===== src/rtl/tlc_pkg.sv =====
// Shared definitions for the actuated traffic-light phase scheduler:
// lamp codes, controller states, phase count and default timing.
package tlc_pkg;

    localparam int NUM_PHASES = 4;

    localparam logic [2:0] LAMP_GREEN  = 3'b100;
    localparam logic [2:0] LAMP_YELLOW = 3'b010;
    localparam logic [2:0] LAMP_RED    = 3'b001;

    localparam int DEF_MIN_GREEN   = 4;
    localparam int DEF_MAX_GREEN   = 12;
    localparam int DEF_YELLOW_TIME = 4;
    localparam int DEF_CLEAR_TIME  = 2;
    localparam int DEF_CW          = 5;

    typedef enum logic [1:0] {
        GREEN  = 2'd0,
        YELLOW = 2'd1,
        ALLRED = 2'd2
    } tlc_state_e;

    function automatic logic [NUM_PHASES-1:0] phase_onehot(input logic [1:0] p);
        return NUM_PHASES'(1) << p;
    endfunction

endpackage


===== src/rtl/tlc_phase_scheduler_if.sv =====
// Detector/preempt inputs and lamp/status outputs of the phase scheduler.
// master = the side driving detectors (controller host), slave = the scheduler.
interface tlc_phase_scheduler_if;
    import tlc_pkg::*;

    logic                      tick;
    logic [NUM_PHASES-1:0]     req;
    logic                      emg_req;
    logic [1:0]                emg_phase;
    logic [3*NUM_PHASES-1:0]   lights;
    logic [1:0]                cur_phase;
    logic                      phase_start;
    logic [NUM_PHASES-1:0]     pending;
    logic                      emg_active;

    modport master (
        output tick, req, emg_req, emg_phase,
        input  lights, cur_phase, phase_start, pending, emg_active
    );

    modport slave (
        input  tick, req, emg_req, emg_phase,
        output lights, cur_phase, phase_start, pending, emg_active
    );

endinterface


===== src/rtl/tlc_rr_picker.sv =====
// Combinational round-robin picker: first set bit of pending searching
// upward from last+1 with wrap-around; last itself is examined last.
module tlc_rr_picker
    import tlc_pkg::*;
(
    input  logic [NUM_PHASES-1:0] pending,
    input  logic [1:0]            last,
    output logic [1:0]            next,
    output logic                  valid
);

    logic [1:0]            cand [NUM_PHASES];
    logic [NUM_PHASES-1:0] hit;

    genvar gi;
    generate
        for (gi = 0; gi < NUM_PHASES; gi++) begin : g_cand
            assign cand[gi] = last + 2'(gi + 1);
            assign hit[gi]  = pending[cand[gi]];
        end
    endgenerate

    // Walk from the farthest candidate down so the nearest hit overrides.
    always_comb begin
        next  = last;
        valid = 1'b0;
        for (int i = NUM_PHASES - 1; i >= 0; i--) begin
            if (hit[i]) begin
                next  = cand[i];
                valid = 1'b1;
            end
        end
    end

endmodule


===== src/rtl/tlc_phase_scheduler.sv =====
// Actuated 4-phase scheduler: round-robin green among pending detector
// requests with min/max green, yellow and all-red clearance, plus preemption.
module tlc_phase_scheduler
    import tlc_pkg::*;
#(
    parameter int MIN_GREEN   = DEF_MIN_GREEN,
    parameter int MAX_GREEN   = DEF_MAX_GREEN,
    parameter int YELLOW_TIME = DEF_YELLOW_TIME,
    parameter int CLEAR_TIME  = DEF_CLEAR_TIME,
    parameter int CW          = DEF_CW
) (
    input  logic                 clk,
    input  logic                 reset_n,
    tlc_phase_scheduler_if.slave bus
);

    localparam logic [CW:0]   MIN_E    = (CW+1)'(MIN_GREEN);
    localparam logic [CW:0]   MAX_E    = (CW+1)'(MAX_GREEN);
    localparam logic [CW-1:0] MAX_CNT  = CW'(MAX_GREEN);
    localparam logic [CW-1:0] YEL_LAST = CW'(YELLOW_TIME - 1);
    localparam logic [CW-1:0] CLR_LAST = CW'(CLEAR_TIME - 1);
    localparam logic [3*NUM_PHASES-1:0] RESET_LIGHTS =
        {{(NUM_PHASES-1){LAMP_RED}}, LAMP_GREEN};

    tlc_state_e              state_q, state_d;
    logic [CW-1:0]           cnt_q, cnt_d;
    logic [1:0]              cur_phase_q, cur_phase_d;
    logic [NUM_PHASES-1:0]   pending_q, pending_d;
    logic                    phase_start_q, phase_start_d;
    logic                    emg_active_q, emg_active_d;
    logic [3*NUM_PHASES-1:0] lights_q, lights_d;

    logic [CW:0]             e_cnt;
    logic [CW-1:0]           cnt_sat;
    logic                    other;
    logic                    enter_green;
    logic [1:0]              pick_next;
    logic                    pick_valid;
    logic [1:0]              next_phase;
    logic [NUM_PHASES-1:0]   pending_set;
    logic [NUM_PHASES-1:0]   grant_mask;

    tlc_rr_picker u_picker (
        .pending (pending_q),
        .last    (cur_phase_q),
        .next    (pick_next),
        .valid   (pick_valid)
    );

    assign next_phase = pick_valid ? pick_next : cur_phase_q;
    assign other      = |(pending_q & ~phase_onehot(cur_phase_q));
    assign e_cnt      = {1'b0, cnt_q} + (CW+1)'(1);
    assign cnt_sat    = (e_cnt >= MAX_E) ? MAX_CNT : e_cnt[CW-1:0];

    // ------------------------------------------------------------------
    // State register
    // ------------------------------------------------------------------
    always_ff @(posedge clk or negedge reset_n) begin
        if (!reset_n) begin
            state_q       <= GREEN;
            cnt_q         <= '0;
            cur_phase_q   <= 2'd0;
            pending_q     <= '0;
            phase_start_q <= 1'b0;
            emg_active_q  <= 1'b0;
            lights_q      <= RESET_LIGHTS;
        end else begin
            state_q       <= state_d;
            cnt_q         <= cnt_d;
            cur_phase_q   <= cur_phase_d;
            pending_q     <= pending_d;
            phase_start_q <= phase_start_d;
            emg_active_q  <= emg_active_d;
            lights_q      <= lights_d;
        end
    end

    // ------------------------------------------------------------------
    // Next-state logic
    // ------------------------------------------------------------------
    always_comb begin
        state_d     = state_q;
        cnt_d       = cnt_q;
        cur_phase_d = cur_phase_q;
        enter_green = 1'b0;

        case (state_q)
            GREEN: begin
                if (bus.emg_req) begin
                    // Preempt away from a non-selected green at once, no tick needed.
                    if (bus.emg_phase != cur_phase_q) begin
                        state_d = YELLOW;
                        cnt_d   = '0;
                    end else if (bus.tick) begin
                        cnt_d = cnt_sat;
                    end
                end else if (bus.tick) begin
                    if (other && (((e_cnt >= MIN_E) && !bus.req[cur_phase_q]) ||
                                  (e_cnt >= MAX_E))) begin
                        state_d = YELLOW;
                        cnt_d   = '0;
                    end else begin
                        cnt_d = cnt_sat;
                    end
                end
            end

            YELLOW: begin
                if (bus.tick) begin
                    if (cnt_q == YEL_LAST) begin
                        state_d = ALLRED;
                        cnt_d   = '0;
                    end else begin
                        cnt_d = cnt_q + CW'(1);
                    end
                end
            end

            ALLRED: begin
                if (bus.tick) begin
                    if (cnt_q == CLR_LAST) begin
                        state_d     = GREEN;
                        cnt_d       = '0;
                        cur_phase_d = bus.emg_req ? bus.emg_phase : next_phase;
                        enter_green = 1'b1;
                    end else begin
                        cnt_d = cnt_q + CW'(1);
                    end
                end
            end

            default: begin
                state_d = GREEN;
                cnt_d   = '0;
            end
        endcase
    end

    // Requests are latched unless their phase is the one currently green;
    // the phase being granted has its bit cleared, winning over a new set.
    genvar gi;
    generate
        for (gi = 0; gi < NUM_PHASES; gi++) begin : g_pend
            assign pending_set[gi] = bus.req[gi] &&
                                     !((state_q == GREEN) && (cur_phase_q == 2'(gi)));
            assign grant_mask[gi]  = enter_green && (cur_phase_d == 2'(gi));
        end
    endgenerate

    assign pending_d     = (pending_q | pending_set) & ~grant_mask;
    assign phase_start_d = enter_green;

    // ------------------------------------------------------------------
    // Output logic: lamps follow the registered state one clk later
    // ------------------------------------------------------------------
    always_comb begin
        lights_d = '0;
        for (int i = 0; i < NUM_PHASES; i++) begin
            lights_d[3*i +: 3] = LAMP_RED;
            if (cur_phase_q == 2'(i)) begin
                if (state_q == GREEN) begin
                    lights_d[3*i +: 3] = LAMP_GREEN;
                end else if (state_q == YELLOW) begin
                    lights_d[3*i +: 3] = LAMP_YELLOW;
                end
            end
        end
        emg_active_d = bus.emg_req;
    end

    assign bus.lights      = lights_q;
    assign bus.cur_phase   = cur_phase_q;
    assign bus.phase_start = phase_start_q;
    assign bus.pending     = pending_q;
    assign bus.emg_active  = emg_active_q;

endmodule

===== src/flat_wrapper.sv =====
// flat-port wrapper written by rule: the top's interface ports become plain ports
module tlc_phase_scheduler_flat import tlc_pkg::*;
#(
    parameter int MIN_GREEN   = DEF_MIN_GREEN,
    parameter int MAX_GREEN   = DEF_MAX_GREEN,
    parameter int YELLOW_TIME = DEF_YELLOW_TIME,
    parameter int CLEAR_TIME  = DEF_CLEAR_TIME,
    parameter int CW          = DEF_CW
)
  (clk, reset_n, bus_tick, bus_req, bus_emg_req, bus_emg_phase, bus_lights, bus_cur_phase, bus_phase_start, bus_pending, bus_emg_active);
  tlc_phase_scheduler_if bus_i ();
  input  logic clk;
  input  logic reset_n;
  input wire logic [$bits(bus_i.tick)-1:0] bus_tick;
  input wire logic [$bits(bus_i.req)-1:0] bus_req;
  input wire logic [$bits(bus_i.emg_req)-1:0] bus_emg_req;
  input wire logic [$bits(bus_i.emg_phase)-1:0] bus_emg_phase;
  output wire logic [$bits(bus_i.lights)-1:0] bus_lights;
  output wire logic [$bits(bus_i.cur_phase)-1:0] bus_cur_phase;
  output wire logic [$bits(bus_i.phase_start)-1:0] bus_phase_start;
  output wire logic [$bits(bus_i.pending)-1:0] bus_pending;
  output wire logic [$bits(bus_i.emg_active)-1:0] bus_emg_active;
  assign bus_i.tick = bus_tick;
  assign bus_i.req = bus_req;
  assign bus_i.emg_req = bus_emg_req;
  assign bus_i.emg_phase = bus_emg_phase;
  assign bus_lights = bus_i.lights;
  assign bus_cur_phase = bus_i.cur_phase;
  assign bus_phase_start = bus_i.phase_start;
  assign bus_pending = bus_i.pending;
  assign bus_emg_active = bus_i.emg_active;
  tlc_phase_scheduler #(.MIN_GREEN(MIN_GREEN), .MAX_GREEN(MAX_GREEN), .YELLOW_TIME(YELLOW_TIME), .CLEAR_TIME(CLEAR_TIME), .CW(CW)) u_core (.clk(clk), .reset_n(reset_n), .bus(bus_i));
endmodule

===== config.mk =====
export PLATFORM = sky130hd
export DESIGN_NAME = tlc_phase_scheduler_flat
export DESIGN_NICKNAME = d
export VERILOG_FILES = /design/src/rtl/tlc_pkg.sv /design/src/rtl/tlc_phase_scheduler_if.sv /design/src/rtl/tlc_rr_picker.sv /design/src/rtl/tlc_phase_scheduler.sv /design/src/flat_wrapper.sv
export SDC_FILE = /design/constraint.sdc
export NUM_CORES = 1
export LEC_CHECK = 0
export CORE_MARGIN = 2
export CORE_UTILIZATION = 51
export CTS_CLUSTER_DIAMETER = 200
export CTS_CLUSTER_SIZE = 8
export DETAILED_ROUTE_END_ITERATION = 8
export PLACE_DENSITY = 0.82
export SLEW_MARGIN = 20
export SYNTH_ARGS = -nofsm -noshare
export SYNTH_HDL_FRONTEND = slang
export SYNTH_SLANG_ARGS = --single-unit

===== constraint.sdc =====
create_clock -name clk -period 3.1 [get_ports clk]
set_input_delay 0.62 -clock clk [delete_from_list [all_inputs] [get_ports clk]]
set_output_delay 0.62 -clock clk [all_outputs]
set_load 0.01 [all_outputs]

# Word-level counts from Yosys, hierarchy flattened
# Cells that the tools add are included.
# Widths: inputs -> output; s select.
classes:
  n_bitwise: 5
  shifts: 1
  n_mux: 51
  n_addsub: 5
  order_cmp: 6
  n_eq_ne: 19
  reduce_logical: 26
ops:
  columns: ["operator", "count"]
  rows:
  - ["$mux 5", 10]
  - ["$mux 2", 17]
  - ["$mux 3", 5]
  - ["$pmux 5 s3", 1]
  - ["$logic_and 1x1->1", 14]
  - ["$lt 2x3->1 const B", 4]
  - ["$mux 1", 12]
  - ["$bmux 1 s2", 5]
  - ["$eq 2x2->1 const B", 5]
  - ["$ne 3x2->1 const B", 3]
  - ["$and 4x4->4", 2]
  - ["$not 4->4", 2]
  - ["$reduce_and 7->1", 1]
  - ["$add 5x1->6 const B", 1]
  - ["$eq 2x1->1 const B", 3]
  - ["$ge 6x3->1 const B", 1]
  - ["$ge 6x4->1 const B", 1]
  - ["$logic_not 2->1", 3]
  - ["$pmux 2 s3", 1]
  - ["$add 5x1->5 const B", 1]
  - ["$eq 5x1->1 const B", 1]
  - ["$eq 5x2->1 const B", 1]
  - ["$logic_not 1->1", 5]
  - ["$add 2x2->2 const B", 2]
  - ["10 further kinds", 12]
totals:
  ff_bits: 27
  input_bits: 10

# Longest topological paths before layout
# Gate-level depths: netlist (run 1).
depth:
  word_depth: 15
  ltp_mapped: 9
  mapped_depth_nobuf: 8

# Cells and area by module
# From an unflattened synthesis (run 1), not the netlist that was laid out.
hier_totals:
  hier_cells: 168
  hier_area_um2: 1582.8
modules_own_cells:
  columns: ["mod", "instances", "area_each_um2", "cells_each"]
  rows:
  - ["tlc_phase_scheduler", 1, 1500.2, 154]
  - ["tlc_rr_picker", 1, 82.6, 14]

# Worst setup path before layout (run 1)
# OpenSTA, ideal clock, no wires.
synth_timing:
  kind: "register to register"
  startpoint: "reg u_core.cur_phase_q[0], in the netlist u_core.bus.cur_phase[0]"
  endpoint: "reg u_core.pending_q[3], in the netlist u_core.bus.pending[3]"
  t_arrival_ns: 2.191
  path_slack_ns: 0.783
  n_path_buf: 1
  required_ns: 2.974
  path_stages_with_launch: 10
  cell_sequence: "dfrtp_1 buf_2 inv_1 ha_1 inv_1 a311o_1 nor4_1 o21ai_1 and2_4 o32a_1"
synth_between:
  elab_chain_cells: 15
  word_cells_on_any_way: 32
synth_lines:
  columns: ["element", "line", "text"]
  rows:
  - ["start, declared", "tlc_phase_scheduler.sv:27", "logic [1:0] cur_phase_q, cur_phase_d;"]
  - ["start signal, assigned", "tlc_phase_scheduler.sv:70", "cur_phase_q <= cur_phase_d;"]
  - ["$add 2x2->2 / $bmux 1 s2 (equally long branches)", "tlc_rr_picker.sv:18, tlc_rr_picker.sv:19", null]
  - ["$bmux 1 s2 / $mux 1 (equally long branches)", "tlc_rr_picker.sv:19", "assign hit[gi] = pending[cand[gi]];"]
  - ["$mux 1 (on tied branches)", "tlc_rr_picker.sv:19, tlc_rr_picker.sv:28", null]
  - ["$mux 2 / $mux 1 (equally long branches) (3 in series)", "tlc_rr_picker.sv:28", "if (hit[i]) begin"]
  - ["$mux 2", "tlc_phase_scheduler.sv:50", "assign next_phase = pick_valid ? pick_next : cur_phase_q;"]
  - ["$mux 2", "tlc_phase_scheduler.sv:124", "cur_phase_d = bus.emg_req ? bus.emg_phase : next_phase;"]
  - ["$mux 2", "tlc_phase_scheduler.sv:121", "if (cnt_q == CLR_LAST) begin"]
  - ["$mux 2", "tlc_phase_scheduler.sv:120", "if (bus.tick) begin"]
  - ["$mux 2", "tlc_phase_scheduler.sv:87", "case (state_q)"]
  - ["$eq 2x2->1", "tlc_phase_scheduler.sv:146", "assign grant_mask[gi] = enter_green && (cur_phase_d == 2'(gi));"]
  - ["$logic_and 1x1->1", "tlc_phase_scheduler.sv:146", null]
  - ["$not 4->4", "tlc_phase_scheduler.sv:150", "assign pending_d = (pending_q | pending_set) & ~grant_mask;"]
  - ["$and 4x4->4 (*)", "tlc_phase_scheduler.sv:150", null]
  - ["via u_core.pending_d[3]", "tlc_phase_scheduler.sv:28", "logic [NUM_PHASES-1:0] pending_q, pending_d;"]
  - ["end signal, assigned", "tlc_phase_scheduler.sv:71", "pending_q <= pending_d;"]
  - ["end, declared", "tlc_phase_scheduler.sv:28", null]
# The timed path passes the listed nets; every way through them passes the cells marked *. The select of a mux whose other input is x is not followed.
# A chain may end at the register's enable or synchronous reset.

# Worst setup path in the final report (run 1)
layout_timing:
  startpoint: "reg u_core.cur_phase_q[0], in the netlist u_core.bus.cur_phase[0]"
  endpoint: "reg u_core.cnt_q[3]"
layout_between:
  elab_chain_cells: 10
  word_cells_on_any_way: 18
layout_lines:
  columns: ["element", "line", "text"]
  rows:
  - ["$bmux 1 s2", "tlc_phase_scheduler.sv:98", "if (other && (((e_cnt >= MIN_E) && !bus.req[cur_phase_q]) ||"]
  - ["$mux 1 (not written as such)", "tlc_phase_scheduler.sv:98", null]
  - ["$logic_not 1->1", "tlc_phase_scheduler.sv:98", null]
  - ["$logic_and 1x1->1", "tlc_phase_scheduler.sv:98", null]
  - ["$logic_or 1x1->1", "tlc_phase_scheduler.sv:98", null]
  - ["$logic_and 1x1->1", "tlc_phase_scheduler.sv:98", null]
  - ["$mux 5", "tlc_phase_scheduler.sv:98", null]
  - ["$mux 5", "tlc_phase_scheduler.sv:97", "end else if (bus.tick) begin"]
  - ["$mux 5", "tlc_phase_scheduler.sv:89", "if (bus.emg_req) begin"]
  - ["$pmux 5 s3", "tlc_phase_scheduler.sv:87", null]
  - ["end signal, assigned", "tlc_phase_scheduler.sv:69", "cnt_q <= cnt_d;"]
  - ["end, declared", "tlc_phase_scheduler.sv:26", "logic [CW-1:0] cnt_q, cnt_d;"]
# Parallel ways exist; a longest one is shown, timed or not. The select of a mux whose other input is x is not followed.

==> results.md, run 1 <==
* TritonCTS clock tree: yes
* Final wirelength at 3490 um
* I/O Pins at 30
* H-tree Lvls at 1
* Gr usage total at 21.5%
* Status: complete, no violations
* Commonest cells post-synth: dfrtp_1 (23), nor2_1 (21), inv_1 (9), nand2_1 (8), nor2b_1 (8)
* Crit path capture type: register
* Max-cap viol count at 0
* Layout cells sized above 1 at 9.14%
* Setup-failing EPs final at 0
* Core area at 0.00300 mm^2
* Ranking of synthesized cells by area: dfrtp_1 (36%), dfstp_2 (6.6%), nor2_1 (5.0%), ha_1 (4.7%), nor2b_1 (3.2%)
* Yosys warnings at 0
* Fraction of registers with async set/reset at 100%
* Pwr Density at 779 mW/mm^2
* CP delay by family, top: compound AO/OA/AOI/OAI gates
* Die width at 59.7 um
* Max transition margin at 57.2%
* Post-Synthesis Cell Area at between 0.0015 and 0.002 mm^2
* Post-synth EDFFs at 0
* Register area share after synthesis at 43.0%
* Synthesized netlist cell count at 161
* Minimum clock period after layout at 2.55 ns
* CP max stage cell: dfrtp_1
* Ys flop type: dfrtp_1
* CP required at 3.38 ns
* Post-Route Setup TNS at 0 ns
* Leakage at 0.000793 uW
* CP startpoint kind: register
* # fillers at 234
* RSZ-0062 raised after global routing: no
* Fin area at 0.00191 mm^2
* Clock sinks at 27
* Hold-fix buffers, CTS at 0
* First-pass GRT wire length at a little under 6000 um
* Largest net degree at the start of global routing at 28
* Initial Utilization at 52.7%
* Cell with the most instances after synthesis: dfrtp_1
* Crit-path max FO at 16
* NumNets Final at 203
* Syn avg cell area at 9.84 um^2
* Clock Latency Late Sink at roughly 0.33 ns
* Vias in the first global route at between 1000 and 1500
* Hpwl dp at about 2600 um
* Port bufs at 29
* Cell row count at 20
* Pwr Total at 1490 uW
* Post-CTS sizing at 0
* Worst slack, placed at ~0.56 ns
* Max IR drop VDD at 400 uV
* Drt pass-1 iters at 4
* WP data arrival at 2.82 ns
* CTS Buffer Depth at 2
* Via Count at approximately 1300
* TritonCTS Buffers at 3
* Number of diodes at 0
* CTS root buf: clkbuf_4
* Netlist cell types at 54
* Residual DRC at 0
* Worst-path clk slew at ~0.16 ns
* Area growth syn-to-layout at 20.6%
* GPL Wtd Cong at between 0.8 and 0.9
* Flip-flop and latch count after synthesis at 27
* Placed cell areas at ~0.0019 mm^2
* WS Path Type: reg2reg
* Grt ovf at 0
* First DRT Iteration DRCs at just over 70
* Tcrit/Tclk final at 82.1%
* Synth top area share at 36.3%
* Fmax at 0.393 GHz
* Post-CTS Setup Inserts at 0
* Vias/cell at 5.88
* Max-slew violations at 0
* Layout Skew at 0.0110 ns
* Initial antenna violation count at 0
* CP peak stage delay at 0.77 ns
* Full die area at 0.00357 mm^2
* Antenna Violating Nets Remaining at 0
* Tightest Hold Check Type: in2async
* Synth area leader: dfrtp_1
* Syn_nets at 177
* Tightest Pin Transition at 0.641 ns
* WP buf/inv at 0
* Final Hold Viols at 0
* Routed len/inst at 15.9 um
* Final core utilization at 63.6%
* Die Height at ~60 um
* Worst-path cell chain: ha_1 -> nor2b_1 -> a2111oi_1 -> nand3b_1 -> a21boi_1 -> a311o_1 -> o2111a_1
* Fin worst setup slack at 0.555 ns
-- worst reg2reg max path, stage by stage, from the launching register on --
cell	delay [ns]
dfrtp_1	0.77
ha_1	0.28
nor2b_1	0.05
a2111oi_1	0.61
nand3b_1	0.14
a21boi_1	0.30
a311o_1	0.17
o2111a_1	0.17
-- flip-flops by register name, summed over array words and instances (netlist names) --
register / cells
u_core.bus.cur_phase: 2
u_core.bus.emg_active: 1
u_core.bus.lights: 12
u_core.cnt_q: 5
u_core.state_q: 2
u_core.bus.pending: 4
u_core.bus.phase_start: 1
-- cells by family (layout without fill, tap and decap cells) --
group | Yosys count | count (layout) | synth area share (%)
simple gates | 59 | 59 | 20.6
compound gates | 42 | 42 | 19.7
flops | 27 | 27 | 43.0
buf+inv | 19 | 44 | 5.13
fa+ha+maj | 6 | 6 | 4.74
mux | 6 | 6 | 5.69
xor+xnor | 2 | 2 | 1.11
-- final cells by class --
cell class                      instances  area (um^2)  share of cell area, %
Clock buffer                            3         22.5                   1.18
Tap cell                               33         41.3                   2.16
Inverter                               10         37.5                   1.96
Sequential cell                        27          681                   35.6
Multi-Input combinational cell        115          822                   43.0
Clock inverter                          1         8.76                  0.458
Timing Repair Buffer                   30          298                   15.6
-- metal layers --
| metal | share of wire (%) | wire length (um) | GRT usage [%] |
|---|---|---|---|
| met1 | 45 | 1560 | 29.0 |
| met2 | 52 | 1800 | 37.1 |
| met3 | 3.9 | 136 | 3.68 |
| met4 | 0 | 0 | 2.86 |
| met5 | 0 | 0 | 0 |
-- metrics by stage --
stage,instances,hold slack [ns]
6_report,219,0.624
5_1_grt,219,0.639
4_1_cts,219,0.635
3_5_place_dp,215,0.638
3_3_place_gp,215,0.604
2_1_floorplan,161,0.324
-- layout by cell type (no fill, tap or decap), drive strengths merged, types with 2 or more instances in the layout --
master	n
a21o	3
inv	11
nor3	3
xnor2	2
a21boi	2
dfstp	4
a2111oi	2
nand3b	2
ha	6
clkbuf	3
nor2	21
o21ai	7
a21oi	7
nand3	4
dfrtp	23
mux4	2
nor2b	8
nand2b	5
a211oi	3
a311o	2
nand2	8
a221oi	2
nor4b	2
clkdlybuf4s50	29
and2	3
mux2i	3
-- power breakdown --
group	switching, uW	leakage [uW]	internal, uW
registers	158	0.000328	455
clock network	113	0.0000183	52.6
logic	350	0.000447	360
total	621	0.000793	868
-- worst paths after layout --
| path | from | end | slack [ns] | depth (start not counted) |
|---|---|---|---|---|
| min in group clk | u_core.cnt_q[0] | u_core.cnt_q[0] | 0.66 | 1 |
| max in group asynchronous | reset_n | u_core.bus.lights[9] | 2.17 | 2 |
| hold reg to reg | u_core.cnt_q[0] | u_core.cnt_q[0] | 0.66 | 1 |
| hold / removal | reset_n | u_core.cnt_q[4] | 0.62 | 2 |
| setup reg to reg | u_core.bus.cur_phase[0] | u_core.cnt_q[3] | 0.55 | 7 |
| setup / recovery | u_core.bus.cur_phase[0] | u_core.cnt_q[3] | 0.55 | 7 |
Power figures use the tool's default switching activity.
==> run 2: changes to the inputs <==
--- a/config.mk
+++ b/config.mk
@@ -6,11 +6,11 @@
 export NUM_CORES = 1
 export LEC_CHECK = 0
 export CORE_MARGIN = 2
-export CORE_UTILIZATION = 51
+export CORE_UTILIZATION = 46
 export CTS_CLUSTER_DIAMETER = 200
 export CTS_CLUSTER_SIZE = 8
 export DETAILED_ROUTE_END_ITERATION = 8
-export PLACE_DENSITY = 0.82
+export PLACE_DENSITY = 0.79
 export SLEW_MARGIN = 20
 export SYNTH_ARGS = -nofsm -noshare
 export SYNTH_HDL_FRONTEND = slang
==> constraint.sdc (replaced) <==
create_clock -name clk -period 2.07 [get_ports clk]
set_input_delay 0.414 -clock clk [delete_from_list [all_inputs] [get_ports clk]]
set_output_delay 0.414 -clock clk [all_outputs]
set_load 0.01 [all_outputs]
==> results.md, run 2 (synthesized netlist as in run 1, its figures left out) <==
* Tightest Hold Check Type: in2async (unchanged)
* Max reg flops at 12 (unchanged)
* Tcrit/Tclk final at 104% (was 82.1%)
* Final Hold Viols at 0 (unchanged)
* Vias/cell at 5.64 (was 5.88)
* Largest net degree at the start of global routing at 28 (unchanged)
* I/O Pins at 30 (unchanged)
* Vias in the first global route at 1394 (was 1296)
* Placed cell areas at 0.00208 mm^2 (was 0.00188 mm^2)
* Residual DRC at 0 (unchanged)
* Die width at 62.7 um (was 59.7 um)
* Worst slack, placed at -0.233 ns (was 0.557 ns)
* Routed len/inst at 16.3 um (was 15.9 um)
* CP startpoint kind: register (unchanged)
* Max transition margin at 72.5% (was 57.2%)
* Commonest non-fill, non-tap cells in the layout: clkdlybuf4s50_1 (29), buf_4 (25), nor2_1 (21) (was clkdlybuf4s50_1 (29), dfrtp_1 (23), nor2_1 (21))
* Most common cell after layout, fill and taps aside: clkdlybuf4s50_1 (unchanged)
* Clock sinks at 27 (unchanged)
* CP peak stage delay at 0.49 ns (was 0.77 ns)
* Via Count at 1450 (was 1288)
* Minimum clock period after layout at 2.16 ns (was 2.55 ns)
* Hold WS at 0.426 ns (was 0.624 ns)
* Post-Place Cells at 248 (was 215)
* Failing checks: setup timing
* WP data arrival at 2.40 ns (was 2.82 ns)
* Gr usage total at 20.2% (was 21.5%)
* CP required at 2.30 ns (was 3.38 ns)
* First-pass GRT wire length at 6240 um (was 5920 um)
* Area growth syn-to-layout at 43.7% (was 20.6%)
* First DRT Iteration DRCs at 102 (was 72)
* Fin area at 0.00228 mm^2 (was 0.00191 mm^2)
* Antenna Violating Nets Remaining at 0 (unchanged)
* Crit path capture type: register (unchanged)
* Final wirelength at 4190 um (was 3490 um)
* Initial Utilization at 47.8% (was 52.7%)
* Die Height at 62.7 um (was 59.7 um)
* Fmax at 0.463 GHz (was 0.393 GHz)
* Pwr Density at 1210 mW/mm^2 (was 779 mW/mm^2)
* Setup-failing EPs final at 3 (was 0)
* TritonCTS clock tree: yes (unchanged)
* Max-slew violations at 0 (unchanged)
* GPL Wtd Cong at 0.887 (was 0.856)
* Grt ovf at 0 (unchanged)
* CP max stage cell: dfrtp_2 (was dfrtp_1)
* Max IR drop VDD at 753 uV (was 400 uV)
* Tightest Pin Transition at 0.401 ns (was 0.641 ns)
* Drt pass-1 iters at 4 (unchanged)
* Initial antenna violation count at 0 (unchanged)
* Cell row count at 21 (was 20)
* Worst-path cell chain: inv_2 -> ha_4 -> inv_2 -> a311o_1 -> nor4_2 -> o21ai_1 -> and2_4 -> o32a_1 (was ha_1 -> nor2b_1 -> a2111oi_1 -> nand3b_1 -> a21boi_1 -> a311o_1 -> o2111a_1)
* Leakage at 0.000927 uW (was 0.000793 uW)
* Worst-path clk slew at 0.15 ns (was 0.16 ns)
* TritonCTS Buffers at 3 (unchanged)
* Layout Skew at 0.00638 ns (was 0.0110 ns)
* CTS root buf: clkbuf_4 (unchanged)
* Non-filler cells, final at 257 (was 219)
* Post-Route Setup TNS at -0.143 ns (was 0 ns)
* # fillers at 241 (was 234)
* WS Path Type: reg2reg (unchanged)
* NumNets Final at 228 (was 203)
* Layout cells sized above 1 at 33.2% (was 9.14%)
* RSZ-0062 raised after global routing: yes (was no)
* Number of diodes at 0 (unchanged)
* Hpwl dp at 2910 um (was 2600 um)
* Full die area at 0.00393 mm^2 (was 0.00357 mm^2)
* Status: finished, violations left (was complete, no violations)
* CP dominant cell by count: inv_2
* Port bufs at 29 (unchanged)
* Max-cap viol count at 0 (unchanged)
* Clock Latency Late Sink at 0.34 ns (was 0.33 ns)
* H-tree Lvls at 1 (unchanged)
* CTS Buffer Depth at 2 (unchanged)
* Fin worst setup slack at -0.0914 ns (was 0.555 ns)
* Crit-path max FO at 7 (was 16)
* Core area at 0.00331 mm^2 (was 0.00300 mm^2)
## run 2: changes by cell type in the layout (fill, tap and decap cells not counted), sizes merged
| cell | change |
|---|---|
| buf | +25 |
## run 2: through the flow
step	util [%]	power, uW
6_report	68.7	2740
5_1_grt	68.7	2920
4_1_cts	65.0	2530
3_5_place_dp	62.8	2230
3_3_place_gp	62.8	2180
2_1_floorplan	-	1660
## run 2: final cells by class
class / count / area [um^2] / share of cell area (%)
sequential: 27 / 684 / 30.1
inverter: 10 / 37.5 / 1.65
clock inverter: 1 / 8.76 / 0.385
timing repair buffer: 55 / 498 / 21.9
clock buffer: 3 / 22.5 / 0.990
multi-input combinational: 115 / 967 / 42.5
tap: 46 / 57.6 / 2.53
## run 2: worst paths after layout
check	from	endpoint	slack, ns	depth (start not counted)
worst max-delay path	u_core.bus.cur_phase[0]	u_core.bus.pending[3]	-0.09	8
worst min-delay path	reset_n	u_core.cnt_q[0]	0.43	2
worst max register to register	u_core.bus.cur_phase[0]	u_core.bus.pending[3]	-0.09	8
worst min register to register	u_core.cnt_q[0]	u_core.cnt_q[0]	0.62	2
max in group asynchronous	reset_n	u_core.bus.lights[2]	1.34	2
min in group clk	u_core.cnt_q[0]	u_core.cnt_q[0]	0.62	2
## run 2: what timing repair did
item,in CTS,in global routing
setup buffers,1,4
setup endpoints to repair,6,8
pin swaps,1,10
hold endpoints to repair,0,0
hold buffers,0,0
gates resized for setup,8,24
## run 2: worst max-delay path: cells and delay by family (launching register included)
family,cells,cell delay (ns)
flip-flops,1,0.49
buffers and inverters,2,0.13
AO/OA/AOI/OAI,3,0.71
AND/OR/NAND/NOR,2,0.41
adder cells (fa/ha/maj),1,0.30
## run 2: metal layers
layer	vias up	track usage [%]	share of wire [%]
li1	680	-	-
met1	720	23.3	40
met2	40	37.8	54
met3	10	3.96	3.7
met4	0	5.56	2.2
met5	-	0	0
## run 2: where the power goes
part / leakage (uW) / internal, uW / switching, uW
clock: 0.0000183 / 79.0 / 166
combinational: 0.000584 / 843 / 803
sequential: 0.000324 / 689 / 162
